## config.mk

```make
export PLATFORM = sky130hd
export DESIGN_NAME = tt_pin_cmd_responder_flat
export DESIGN_NICKNAME = d
export VERILOG_FILES = /design/src/rtl/tt_pin_cmd_responder_if.sv /design/src/rtl/tt_pin_cmd_responder.sv /design/src/flat_wrapper.sv
export SDC_FILE = /design/constraint.sdc
export NUM_CORES = 1
export LEC_CHECK = 0
export CAP_MARGIN = 15
export CORE_UTILIZATION = 54
export CTS_BUF_LIST = sky130_fd_sc_hd__clkbuf_8 sky130_fd_sc_hd__clkbuf_16
export DETAILED_ROUTE_END_ITERATION = 8
export MAX_ROUTING_LAYER = met4
export PLACE_DENSITY = 0.81
export SLEW_MARGIN = 0
export SYNTH_ARGS = -nofsm -noshare
export SYNTH_HDL_FRONTEND = slang
export SYNTH_SLANG_ARGS = --single-unit
```

## constraint.sdc

```tcl
create_clock -name clk -period 10.2 [get_ports clk]
set_input_delay 2.04 -clock clk [delete_from_list [all_inputs] [get_ports clk]]
set_output_delay 2.04 -clock clk [all_outputs]
set_load 0.005 [all_outputs]
```

## src/rtl/tt_pin_cmd_responder_if.sv

```systemverilog
// Pin-level bundle between the host pins and the command responder.
// Handshake: host holds ui_in/uio_in stable from req (ui_in[7]) rise until ack (uo_out[7]) is seen, then drops req; ack falls after req is seen low.
interface tt_pin_cmd_responder_if;
    logic       ena;
    logic [7:0] ui_in;
    logic [7:0] uio_in;
    logic [7:0] uo_out;
    logic [7:0] uio_out;
    logic [7:0] uio_oe;
    logic [1:0] dbg_state;

    modport master (
        output ena, ui_in, uio_in,
        input  uo_out, uio_out, uio_oe, dbg_state
    );

    modport slave (
        input  ena, ui_in, uio_in,
        output uo_out, uio_out, uio_oe, dbg_state
    );
endinterface

```

## src/rtl/tt_pin_cmd_responder.sv

```systemverilog
// Pin-level command responder: synchronizes req, executes READ/WRITE/ADD/STATUS
// against a small register file and answers with ack, err and optional read data.
module tt_pin_cmd_responder #(
    parameter int ADDR_W      = 3,
    parameter int SYNC_STAGES = 2
) (
    input  logic                    clk,
    input  logic                    rst_n,
    tt_pin_cmd_responder_if.slave   pins
);
    localparam int NREGS = 2 ** ADDR_W;

    typedef enum logic [1:0] {
        IDLE = 2'd0,
        EXEC = 2'd1,
        ACK  = 2'd2
    } state_t;

    state_t                 state;
    logic [SYNC_STAGES-1:0] req_sync;
    logic                   req_s;
    logic [1:0]             op_c;
    logic [3:0]             addr_c;
    logic [7:0]             data_c;
    logic [7:0]             regs [NREGS];
    logic [7:0]             txn_cnt;
    logic [7:0]             rsp_q;
    logic                   ack_q;
    logic                   err_q;
    logic                   oe_q;

    logic [ADDR_W-1:0]      idx;
    logic                   addr_bad;
    logic [7:0]             cur;
    logic [7:0]             sum;
    logic                   unused_ui4;

    assign req_s      = req_sync[SYNC_STAGES-1];
    assign unused_ui4 = pins.ui_in[4];

    // Address is 4 bits on the pins; anything at or above NREGS is rejected.
    always_comb begin
        idx      = addr_c[ADDR_W-1:0];
        addr_bad = ({1'b0, addr_c} >= 5'(NREGS));
        cur      = regs[idx];
        sum      = cur + data_c;
    end

    always_ff @(posedge clk or negedge rst_n) begin
        if (!rst_n) begin
            state    <= IDLE;
            req_sync <= '0;
            op_c     <= '0;
            addr_c   <= '0;
            data_c   <= '0;
            txn_cnt  <= '0;
            rsp_q    <= '0;
            ack_q    <= 1'b0;
            err_q    <= 1'b0;
            oe_q     <= 1'b0;
            for (int i = 0; i < NREGS; i++) regs[i] <= '0;
        end else begin
            req_sync <= {req_sync[SYNC_STAGES-2:0], pins.ui_in[7]};
            if (!pins.ena) begin
                state <= IDLE;
                ack_q <= 1'b0;
                err_q <= 1'b0;
                oe_q  <= 1'b0;
                rsp_q <= '0;
            end else begin
                case (state)
                    IDLE: begin
                        ack_q <= 1'b0;
                        err_q <= 1'b0;
                        oe_q  <= 1'b0;
                        rsp_q <= '0;
                        if (req_s) begin
                            op_c   <= pins.ui_in[6:5];
                            addr_c <= pins.ui_in[3:0];
                            data_c <= pins.uio_in;
                            state  <= EXEC;
                        end
                    end
                    EXEC: begin
                        state   <= ACK;
                        ack_q   <= 1'b1;
                        txn_cnt <= txn_cnt + 8'd1;
                        case (op_c)
                            2'b00: begin
                                err_q <= addr_bad;
                                oe_q  <= !addr_bad;
                                rsp_q <= addr_bad ? 8'h00 : cur;
                            end
                            2'b01: begin
                                err_q <= addr_bad;
                                oe_q  <= 1'b0;
                                rsp_q <= '0;
                                if (!addr_bad) regs[idx] <= data_c;
                            end
                            2'b10: begin
                                err_q <= addr_bad;
                                oe_q  <= !addr_bad;
                                rsp_q <= addr_bad ? 8'h00 : sum;
                                if (!addr_bad) regs[idx] <= sum;
                            end
                            default: begin
                                // STATUS reports transactions completed before this one.
                                err_q <= 1'b0;
                                oe_q  <= 1'b1;
                                rsp_q <= txn_cnt;
                            end
                        endcase
                    end
                    ACK: begin
                        if (!req_s) begin
                            state <= IDLE;
                            ack_q <= 1'b0;
                            err_q <= 1'b0;
                            oe_q  <= 1'b0;
                            rsp_q <= '0;
                        end
                    end
                    default: state <= IDLE;
                endcase
            end
        end
    end

    assign pins.uo_out    = {ack_q, err_q, txn_cnt[5:0]};
    assign pins.uio_out   = rsp_q;
    assign pins.uio_oe    = {8{oe_q}};
    assign pins.dbg_state = state;
endmodule

```

## src/flat_wrapper.sv

```systemverilog
// flat-port wrapper written by rule: the top's interface ports become plain ports
module tt_pin_cmd_responder_flat 
#(
    parameter int ADDR_W      = 3,
    parameter int SYNC_STAGES = 2
)
  (clk, rst_n, pins_ena, pins_ui_in, pins_uio_in, pins_uo_out, pins_uio_out, pins_uio_oe, pins_dbg_state);
  tt_pin_cmd_responder_if pins_i ();
  input  logic clk;
  input  logic rst_n;
  input wire logic [$bits(pins_i.ena)-1:0] pins_ena;
  input wire logic [$bits(pins_i.ui_in)-1:0] pins_ui_in;
  input wire logic [$bits(pins_i.uio_in)-1:0] pins_uio_in;
  output wire logic [$bits(pins_i.uo_out)-1:0] pins_uo_out;
  output wire logic [$bits(pins_i.uio_out)-1:0] pins_uio_out;
  output wire logic [$bits(pins_i.uio_oe)-1:0] pins_uio_oe;
  output wire logic [$bits(pins_i.dbg_state)-1:0] pins_dbg_state;
  assign pins_i.ena = pins_ena;
  assign pins_i.ui_in = pins_ui_in;
  assign pins_i.uio_in = pins_uio_in;
  assign pins_uo_out = pins_i.uo_out;
  assign pins_uio_out = pins_i.uio_out;
  assign pins_uio_oe = pins_i.uio_oe;
  assign pins_dbg_state = pins_i.dbg_state;
  tt_pin_cmd_responder #(.ADDR_W(ADDR_W), .SYNC_STAGES(SYNC_STAGES)) u_core (.clk(clk), .rst_n(rst_n), .pins(pins_i));
endmodule
```

==> Flow_metrics.wiki, run 1 <==
{| class="wikitable"
! Metric !! Value
|-
| Data required time of the worst path || between 10 and 15 ns
|-
| Post-route antenna net violation count || 0
|-
| Core area || roughly 0.009 sq mm
|-
| Routed len/inst || 16.9 um
|-
| Global-route track usage on met2 || between 40% and 50%
|-
| Largest area contributor in the synthesized netlist || sky130_fd_sc_hd__dfrtp_1
|-
| Time the worst path needs with I/O delays and setup || roughly 4.3 ns
|-
| Worst-path clk slew || about 0.10 ns
|-
| Number of endpoints with negative hold slack in the final report || 0
|-
| Met3 demand-to-capacity share in global routing || just under 6%
|-
| Unique masters post-synth || 48
|-
| Actual slew at the worst max-slew pin || about 1.1 ns
|-
| Root buffer selected by CTS || sky130_fd_sc_hd__clkbuf_8
|-
| Number of enable-type register cells in the synthesized netlist || 0
|-
| Count of cells resized by post-cts repair || 0
|-
| Drt initial violations || around 220
|-
| Via count of the first global-routing pass || around 3,600
|-
| Wire length of the first global-routing pass || roughly 18 mm
|-
| Horizontal die dimension || 97.9 um
|-
| Rows || 34
|-
| CP Capture Point || u_core.regs[14]
|-
| Max FO, Critical Path || 23
|-
| Total clock buffers created by CTS || 9
|-
| Post-detail-place hpwl || around 7.2 mm
|-
| Die outline height || a little under 100 um
|-
| Remaining global-route overflow || 0
|-
| Worst path arrival time || around 4.6 ns
|-
| Setup Total Neg Slack || 0 ns
|-
| Most frequent cell after synthesis || sky130_fd_sc_hd__dfrtp_1
|-
| Setup violators final || 0
|-
| Growth of design area from synthesis to finish || 12.0%
|-
| Hold-fix buffer count after cts || 0
|-
| Via Count || around 3,600
|-
| Yosys warnings || 0
|-
| Number of iterations in the first detailed-routing pass || 7
|-
| Sequential area share after synthesis || between 50% and 60%
|-
| CTS tree || done
|-
| Clock net sink count || around 100
|-
| Final layout net count || between 500 and 600
|-
| Violations in the final reports || design-rule violations
|-
| CP Launch Point || u_core.addr_c[1]
|-
| Net count after synthesis || around 510
|-
| Startpoint of the lowest-slack register-to-register path || u_core.addr_c[1]
|-
| Share of async-settable or async-resettable flops after synthesis || 100%
|-
| Leading cell types by count after synthesis || 101 x sky130_fd_sc_hd__dfrtp_1, 73 x sky130_fd_sc_hd__nand2_1, 54 x sky130_fd_sc_hd__o21ai_0
|-
| Top-area cell type share of the netlist area || between 50% and 60%
|-
| Nature of the critical path startpoint || flop
|-
| Path type of the worst setup path || reg2reg
|-
| Starting density of the core || 56.5%
|-
| Final number of max-transition violations || 0
|-
| Antenna Diode Count || 0
|-
| I/O Buffers || 43
|-
| Element type at the critical path end || flop
|-
| Flip-flop cell with the highest count after synthesis || sky130_fd_sc_hd__dfrtp_1
|-
| Antenna violations before repair || 0
|-
| Top-Level Pins || 45
|-
| Maximum number of pins on one net before global-route repair || 80
|-
| Fin Clk Skew || approximately 0.0085 ns
|-
| Length in cells of the worst reg-to-reg path || 11
|-
| Post-DR vias/cell || about 5.9
|-
| Clock latency on the worst-skew pair || around 0.37 ns
|-
| Setup repair after global routing missed its margin || no
|-
| Summed instance area of the synthesized netlist || about 0.0050 sq mm
|-
| Met1 GRT Util || 31.0%
|-
| Status || complete, but fails checks
|-
| Ratio of total power to cell area || between 200 and 250 mW/mm^2
|-
| Endpoint of the most critical register-to-register path || u_core.regs[14]
|-
| Gr busiest metal || met2
|-
| Number of flip-flops and latches in the synthesized netlist || just over 100
|-
| Number of standard cells in the final layout excluding fillers || 615
|-
| Top cells by area, synth || sky130_fd_sc_hd__dfrtp_1 51%, sky130_fd_sc_hd__nand2_1 5.5%, sky130_fd_sc_hd__o21ai_0 5.4%, sky130_fd_sc_hd__mux4_2 3.6%, sky130_fd_sc_hd__a21oi_1 3.2%
|-
| Static leakage || 2.46 nW
|-
| Maximum clock rate || 231 MHz
|-
| H-tree lvl count || 3
|-
| Per-instance average area after synthesis || between 10 and 15 sq um
|-
| R2r setup slk || ~6 ns
|-
| Aggregate routed wire length || between 10 and 15 mm
|-
| Fraction of layout instances using a drive strength above 1 || between 10% and 20%
|-
| Syn Inst Count || between 400 and 500
|-
| Number of placed instances with taps included || roughly 600
|-
| Placer's final routability congestion estimate || approximately 0.83
|-
| Worst rel slew slack || roughly a quarter
|-
| Maximum resistive drop on vdd || between 100 and 150 uV
|-
| Hold/Removal Path Class || reg2reg
|-
| Die Area || between 0.009 and 0.01 sq mm
|-
| Total setup buffers inserted after CTS || 0
|-
| Remaining routing DRC violations || 7
|-
| Number of maximum-capacitance constraint violations || 0
|-
| Maximum root-to-sink buffer count || 2
|-
| Portion of the clock cycle consumed by the worst path in the final layout || about 42%
|-
| GRT Util Overall || between 20% and 30%
|}
how the worst min path moves through the flow:
stage / from / endpoint / slack, ns / cells after the start
finish: u_core.req_sync[0] / u_core.req_sync[1] / 0.35 / 0
floorplan: u_core.req_sync[0] / u_core.req_sync[1] / 0.33 / 0
global placement: u_core.req_sync[0] / u_core.req_sync[1] / 0.34 / 0
detailed placement: u_core.req_sync[0] / u_core.req_sync[1] / 0.34 / 0
CTS: u_core.req_sync[0] / u_core.req_sync[1] / 0.36 / 0
global route: u_core.req_sync[0] / u_core.req_sync[1] / 0.37 / 0
flip-flops by register name, indices dropped and copies added (netlist names):
register               cells
u_core.pins.uio_out        8
u_core.ack_q               1
u_core.op_c                2
u_core.err_q               1
u_core.txn_cnt             8
u_core.addr_c              4
u_core.oe_q                1
u_core.req_sync            2
u_core.pins.dbg_state      2
u_core.regs               64
u_core.data_c              8
kinds of logic after synthesis:
kind of cell / count (synthesis) / share of synthesized area, %
XOR/XNOR: 15 / 3.17
AO/OA/AOI/OAI: 127 / 15.5
AND/OR/NAND/NOR: 143 / 12.2
buffers and inverters: 48 / 5.24
adder cells (fa/ha/maj): 13 / 3.42
flip-flops: 101 / 50.8
multiplexers: 35 / 9.64
layout by cell type (no fill, tap or decap), drive strengths merged, types with 2 or more instances in the layout:
| cell | n |
|---|---|
| nor3 | 5 |
| nand3b | 3 |
| a21boi | 2 |
| nand3 | 14 |
| o21bai | 2 |
| nor2 | 38 |
| dfrtp | 101 |
| o21ai | 60 |
| a31oi | 2 |
| a221o | 3 |
| a22oi | 12 |
| ha | 12 |
| mux2 | 13 |
| and3 | 2 |
| a211oi | 2 |
| mux4 | 8 |
| buf | 5 |
| nand4 | 2 |
| xnor2 | 9 |
| inv | 12 |
| a22o | 2 |
| xor2 | 6 |
| mux2i | 14 |
| clkbuf | 10 |
| a21oi | 34 |
| nand2 | 74 |
| a21o | 4 |
| clkinv | 3 |
| clkdlybuf4s50 | 42 |
metrics by stage:
stage	cell area [sq um]	util [%]	power [mW]	setup WS (ns)	hold slack, ns
finish	5570	63.2	1.21	5.87	0.355
global route	5570	63.2	1.30	5.50	0.368
CTS	5540	62.9	1.22	5.90	0.359
detailed placement	5350	60.7	0.971	5.58	0.336
global placement	5350	60.7	0.946	5.65	0.335
floorplan	4970	-	0.863	6.83	0.331
critical path, cell delays in order (launching register included):
cell,delay (ns)
sky130_fd_sc_hd__dfrtp_1,1.02
sky130_fd_sc_hd__mux4_2,0.61
sky130_fd_sc_hd__mux2_2,0.30
sky130_fd_sc_hd__ha_1,0.25
sky130_fd_sc_hd__fa_1,0.44
sky130_fd_sc_hd__a21o_1,0.18
sky130_fd_sc_hd__a21oi_1,0.25
sky130_fd_sc_hd__o21bai_1,0.11
sky130_fd_sc_hd__a21oi_1,0.18
sky130_fd_sc_hd__xnor2_1,0.11
sky130_fd_sc_hd__mux2i_1,0.53
sky130_fd_sc_hd__o21ai_0,0.20
layout make-up:
| cell class | count | area (sq um) |
|---|---|---|
| clock inverters | 6 | 53.8 |
| flip-flops and latches | 101 | 2530 |
| fillers | 693 | 3240 |
| inverters | 10 | 37.5 |
| repair buffers | 47 | 478 |
| well taps | 108 | 135 |
| clock buffers | 10 | 138 |
| multi-input cells | 333 | 2200 |
power breakdown:
part	leakage, nW	switching [mW]	internal [mW]
Sequential	1.34	0.0740	0.495
Clock	0.0950	0.145	0.0992
Combinational	1.03	0.218	0.181
Total	2.46	0.437	0.775
metal layers:
metal  share of wire [%]  routed length [um]
met4                 1.3                 140
met3                 6.0                 619
met2                  50                5170
met1                  43                4470
met5                   0                   0
(Power assumes the default switching activity.)
==> run 2: changes to the inputs <==
==> constraint.sdc (replaced) <==
create_clock -name clk -period 4.3 [get_ports clk]
set_input_delay 0.86 -clock clk [delete_from_list [all_inputs] [get_ports clk]]
set_output_delay 0.86 -clock clk [all_outputs]
set_load 0.005 [all_outputs]
==> Flow_metrics.wiki, run 2 (synthesis results as in run 1) <==
{| class="wikitable"
! Metric !! Value
|-
| Setup Total Neg Slack || 0 ns
|-
| Worst-path clk slew || about 0.09 ns
|-
| Data required time of the worst path || 4.54 ns
|-
| Drt initial violations || between 200 and 250
|-
| GRT Util Overall || between 20% and 30%
|-
| Setup violators final || 0
|-
| Path type of the worst setup path || reg2reg
|-
| Delay-heaviest family, CP || compound AO/OA/AOI/OAI gates
|-
| Total setup buffers inserted after CTS || 0
|-
| Root buffer selected by CTS || sky130_fd_sc_hd__clkbuf_8
|-
| Fin Clk Skew || 0.00675 ns
|-
| Hold-fix buffer count after cts || 0
|-
| Final layout net count || roughly 540
|-
| Worst rel slew slack || roughly 34%
|-
| Leading cell type in the layout, fill and taps excluded || sky130_fd_sc_hd__dfrtp_1
|-
| Final total power || a little under 3 mW
|-
| Fraction of layout instances using a drive strength above 1 || about an eighth
|-
| Die Area || roughly 0.0096 sq mm
|-
| Highest-delay cell along the critical path || sky130_fd_sc_hd__dfrtp_1
|-
| Violations in the final reports || design-rule violations
|-
| Clock latency on the worst-skew pair || 0.37 ns
|-
| Setup repair after global routing missed its margin || no
|-
| I/O Buffers || 43
|-
| Portion of the clock cycle consumed by the worst path in the final layout || 89.2%
|-
| Delay of the slowest critical-path stage || around 0.64 ns
|-
| Number of iterations in the first detailed-routing pass || 7
|-
| Ordered list of cells on the worst path || buf_4 -> nor2_1 -> a22o_1 -> a221o_1 -> ha_1 -> a211oi_1 -> nor3_1 -> a211oi_2 -> xor2_2 -> nand2_2 -> xor2_4 -> o21ai_2
|-
| Count of filler cells inserted in the layout || 692
|-
| Register area || roughly 0.0025 sq mm
|-
| Maximum number of pins on one net before global-route repair || just over 50
|-
| Count of cells resized by post-cts repair || 0
|-
| Total clock buffers created by CTS || 9
|-
| Rows || 34
|-
| Hold/Removal Path Class || reg2reg
|-
| CTS tree || done
|-
| Growth of design area from synthesis to finish || 13.7%
|-
| Horizontal die dimension || roughly 98 um
|-
| Die outline height || roughly 98 um
|-
| Time the worst path needs with I/O delays and setup || roughly 3.8 ns
|-
| Starting density of the core || between 50% and 60%
|-
| Number of endpoints with negative hold slack in the final report || 0
|-
| Largest register by flop count || u_core.regs
|-
| Final number of max-transition violations || 0
|-
| Worst path arrival time || 4.07 ns
|-
| Placer's final routability congestion estimate || 0.868
|-
| Post-detail-place hpwl || 7.85 mm
|-
| Wire length of the first global-routing pass || approximately 18 mm
|-
| Worst path bufs/invs || 1
|-
| Antenna violations before repair || 0
|-
| Via count of the first global-routing pass || 3,660
|-
| Remaining global-route overflow || 0
|-
| Clock net sink count || 101
|-
| Number of flip-flops in the largest register || between 60 and 70
|-
| Via Count || between 3,000 and 4,000
|-
| Max FO, Critical Path || 16
|-
| Number of maximum-capacitance constraint violations || 0
|-
| Top-Level Pins || 45
|-
| Antenna Diode Count || 0
|-
| Top library cells by usage in the layout, fill and taps aside || 101 x sky130_fd_sc_hd__dfrtp_1, 73 x sky130_fd_sc_hd__nand2_1, 54 x sky130_fd_sc_hd__o21ai_0, 42 x sky130_fd_sc_hd__clkdlybuf4s50_1, 38 x sky130_fd_sc_hd__nor2_1
|-
| H-tree lvl count || 3
|-
| Status || complete, but fails checks
|-
| Area of combinational cells with multiple inputs || roughly 0.0022 sq mm
|-
| Ratio of total power to cell area || about 520 mW/mm^2
|-
| Static leakage || 2.52 nW
|-
| Maximum root-to-sink buffer count || 2
|-
| Element type at the critical path end || flop
|-
| Core area || around 0.0088 sq mm
|-
| Post-route antenna net violation count || 0
|-
| Post-DR vias/cell || 5.88
|-
| Routed len/inst || between 15 and 20 um
|-
| Maximum clock rate || between 200 and 300 MHz
|-
| Nature of the critical path startpoint || flop
|-
| Aggregate routed wire length || ~11 mm
|-
| Remaining routing DRC violations || 7
|-
| Maximum resistive drop on vdd || between 200 and 300 uV
|-
| Actual slew at the worst max-slew pin || roughly 0.99 ns
|}
run 2: path summary, 6_finish.rpt:
kind	from	depth (start not counted)	end	slack (ns)
worst max-delay path	u_core.addr_c[1]	12	u_core.regs[55]	0.47
worst min-delay path	u_core.req_sync[0]	0	u_core.req_sync[1]	0.35
worst max register to register	u_core.addr_c[1]	12	u_core.regs[55]	0.47
worst min register to register	u_core.req_sync[0]	0	u_core.req_sync[1]	0.35
max in group asynchronous	rst_n	2	u_core.regs[27]	2.97
min in group asynchronous	rst_n	1	u_core.addr_c[3]	0.50
run 2: layout make-up:
type / count / share of cell area [%]
sequential: 101 / 44.7
multi-input combinational: 333 / 38.9
timing repair buffer: 57 / 9.65
clock buffer: 10 / 2.43
tap: 108 / 2.39
clock inverter: 6 / 1.26
inverter: 10 / 0.664
run 2: where the power goes:
group          switching [mW]  total [mW]  internal, mW
Clock                   0.334       0.625         0.291
Combinational           0.528       0.979         0.451
Sequential              0.183        1.36          1.18
run 2: metrics by stage:
| stage | setup WS [ns] | std cells | utilization (%) | hold slack (ns) | cell area [sq um] |
|---|---|---|---|---|---|
| 2_1_floorplan | 0.987 | 482 | - | 0.331 | 4970 |
| 3_3_place_gp | 0.559 | 609 | 61.8 | 0.334 | 5440 |
| 3_5_place_dp | 0.461 | 609 | 61.8 | 0.336 | 5440 |
| 4_1_cts | 0.430 | 625 | 64.2 | 0.356 | 5650 |
| 5_1_grt | 0.131 | 625 | 64.2 | 0.365 | 5650 |
| 6_report | 0.466 | 625 | 64.2 | 0.353 | 5650 |
run 2: worst register-to-register path: stages (launching register included):
cell                       delay, ns
sky130_fd_sc_hd__dfrtp_1        0.64
sky130_fd_sc_hd__buf_4          0.32
sky130_fd_sc_hd__nor2_1         0.09
sky130_fd_sc_hd__a22o_1         0.26
sky130_fd_sc_hd__a221o_1        0.40
sky130_fd_sc_hd__ha_1           0.32
sky130_fd_sc_hd__a211oi_1       0.37
sky130_fd_sc_hd__nor3_1         0.13
sky130_fd_sc_hd__a211oi_2       0.33
sky130_fd_sc_hd__xor2_2         0.22
sky130_fd_sc_hd__nand2_2        0.11
sky130_fd_sc_hd__xor2_4         0.40
sky130_fd_sc_hd__o21ai_2        0.11
run 2: metal layers:
metal,routed length (um),track usage [%]
met1,4720,32.0
met2,5320,41.3
met3,561,4.58
met4,257,9.67
met5,0,-
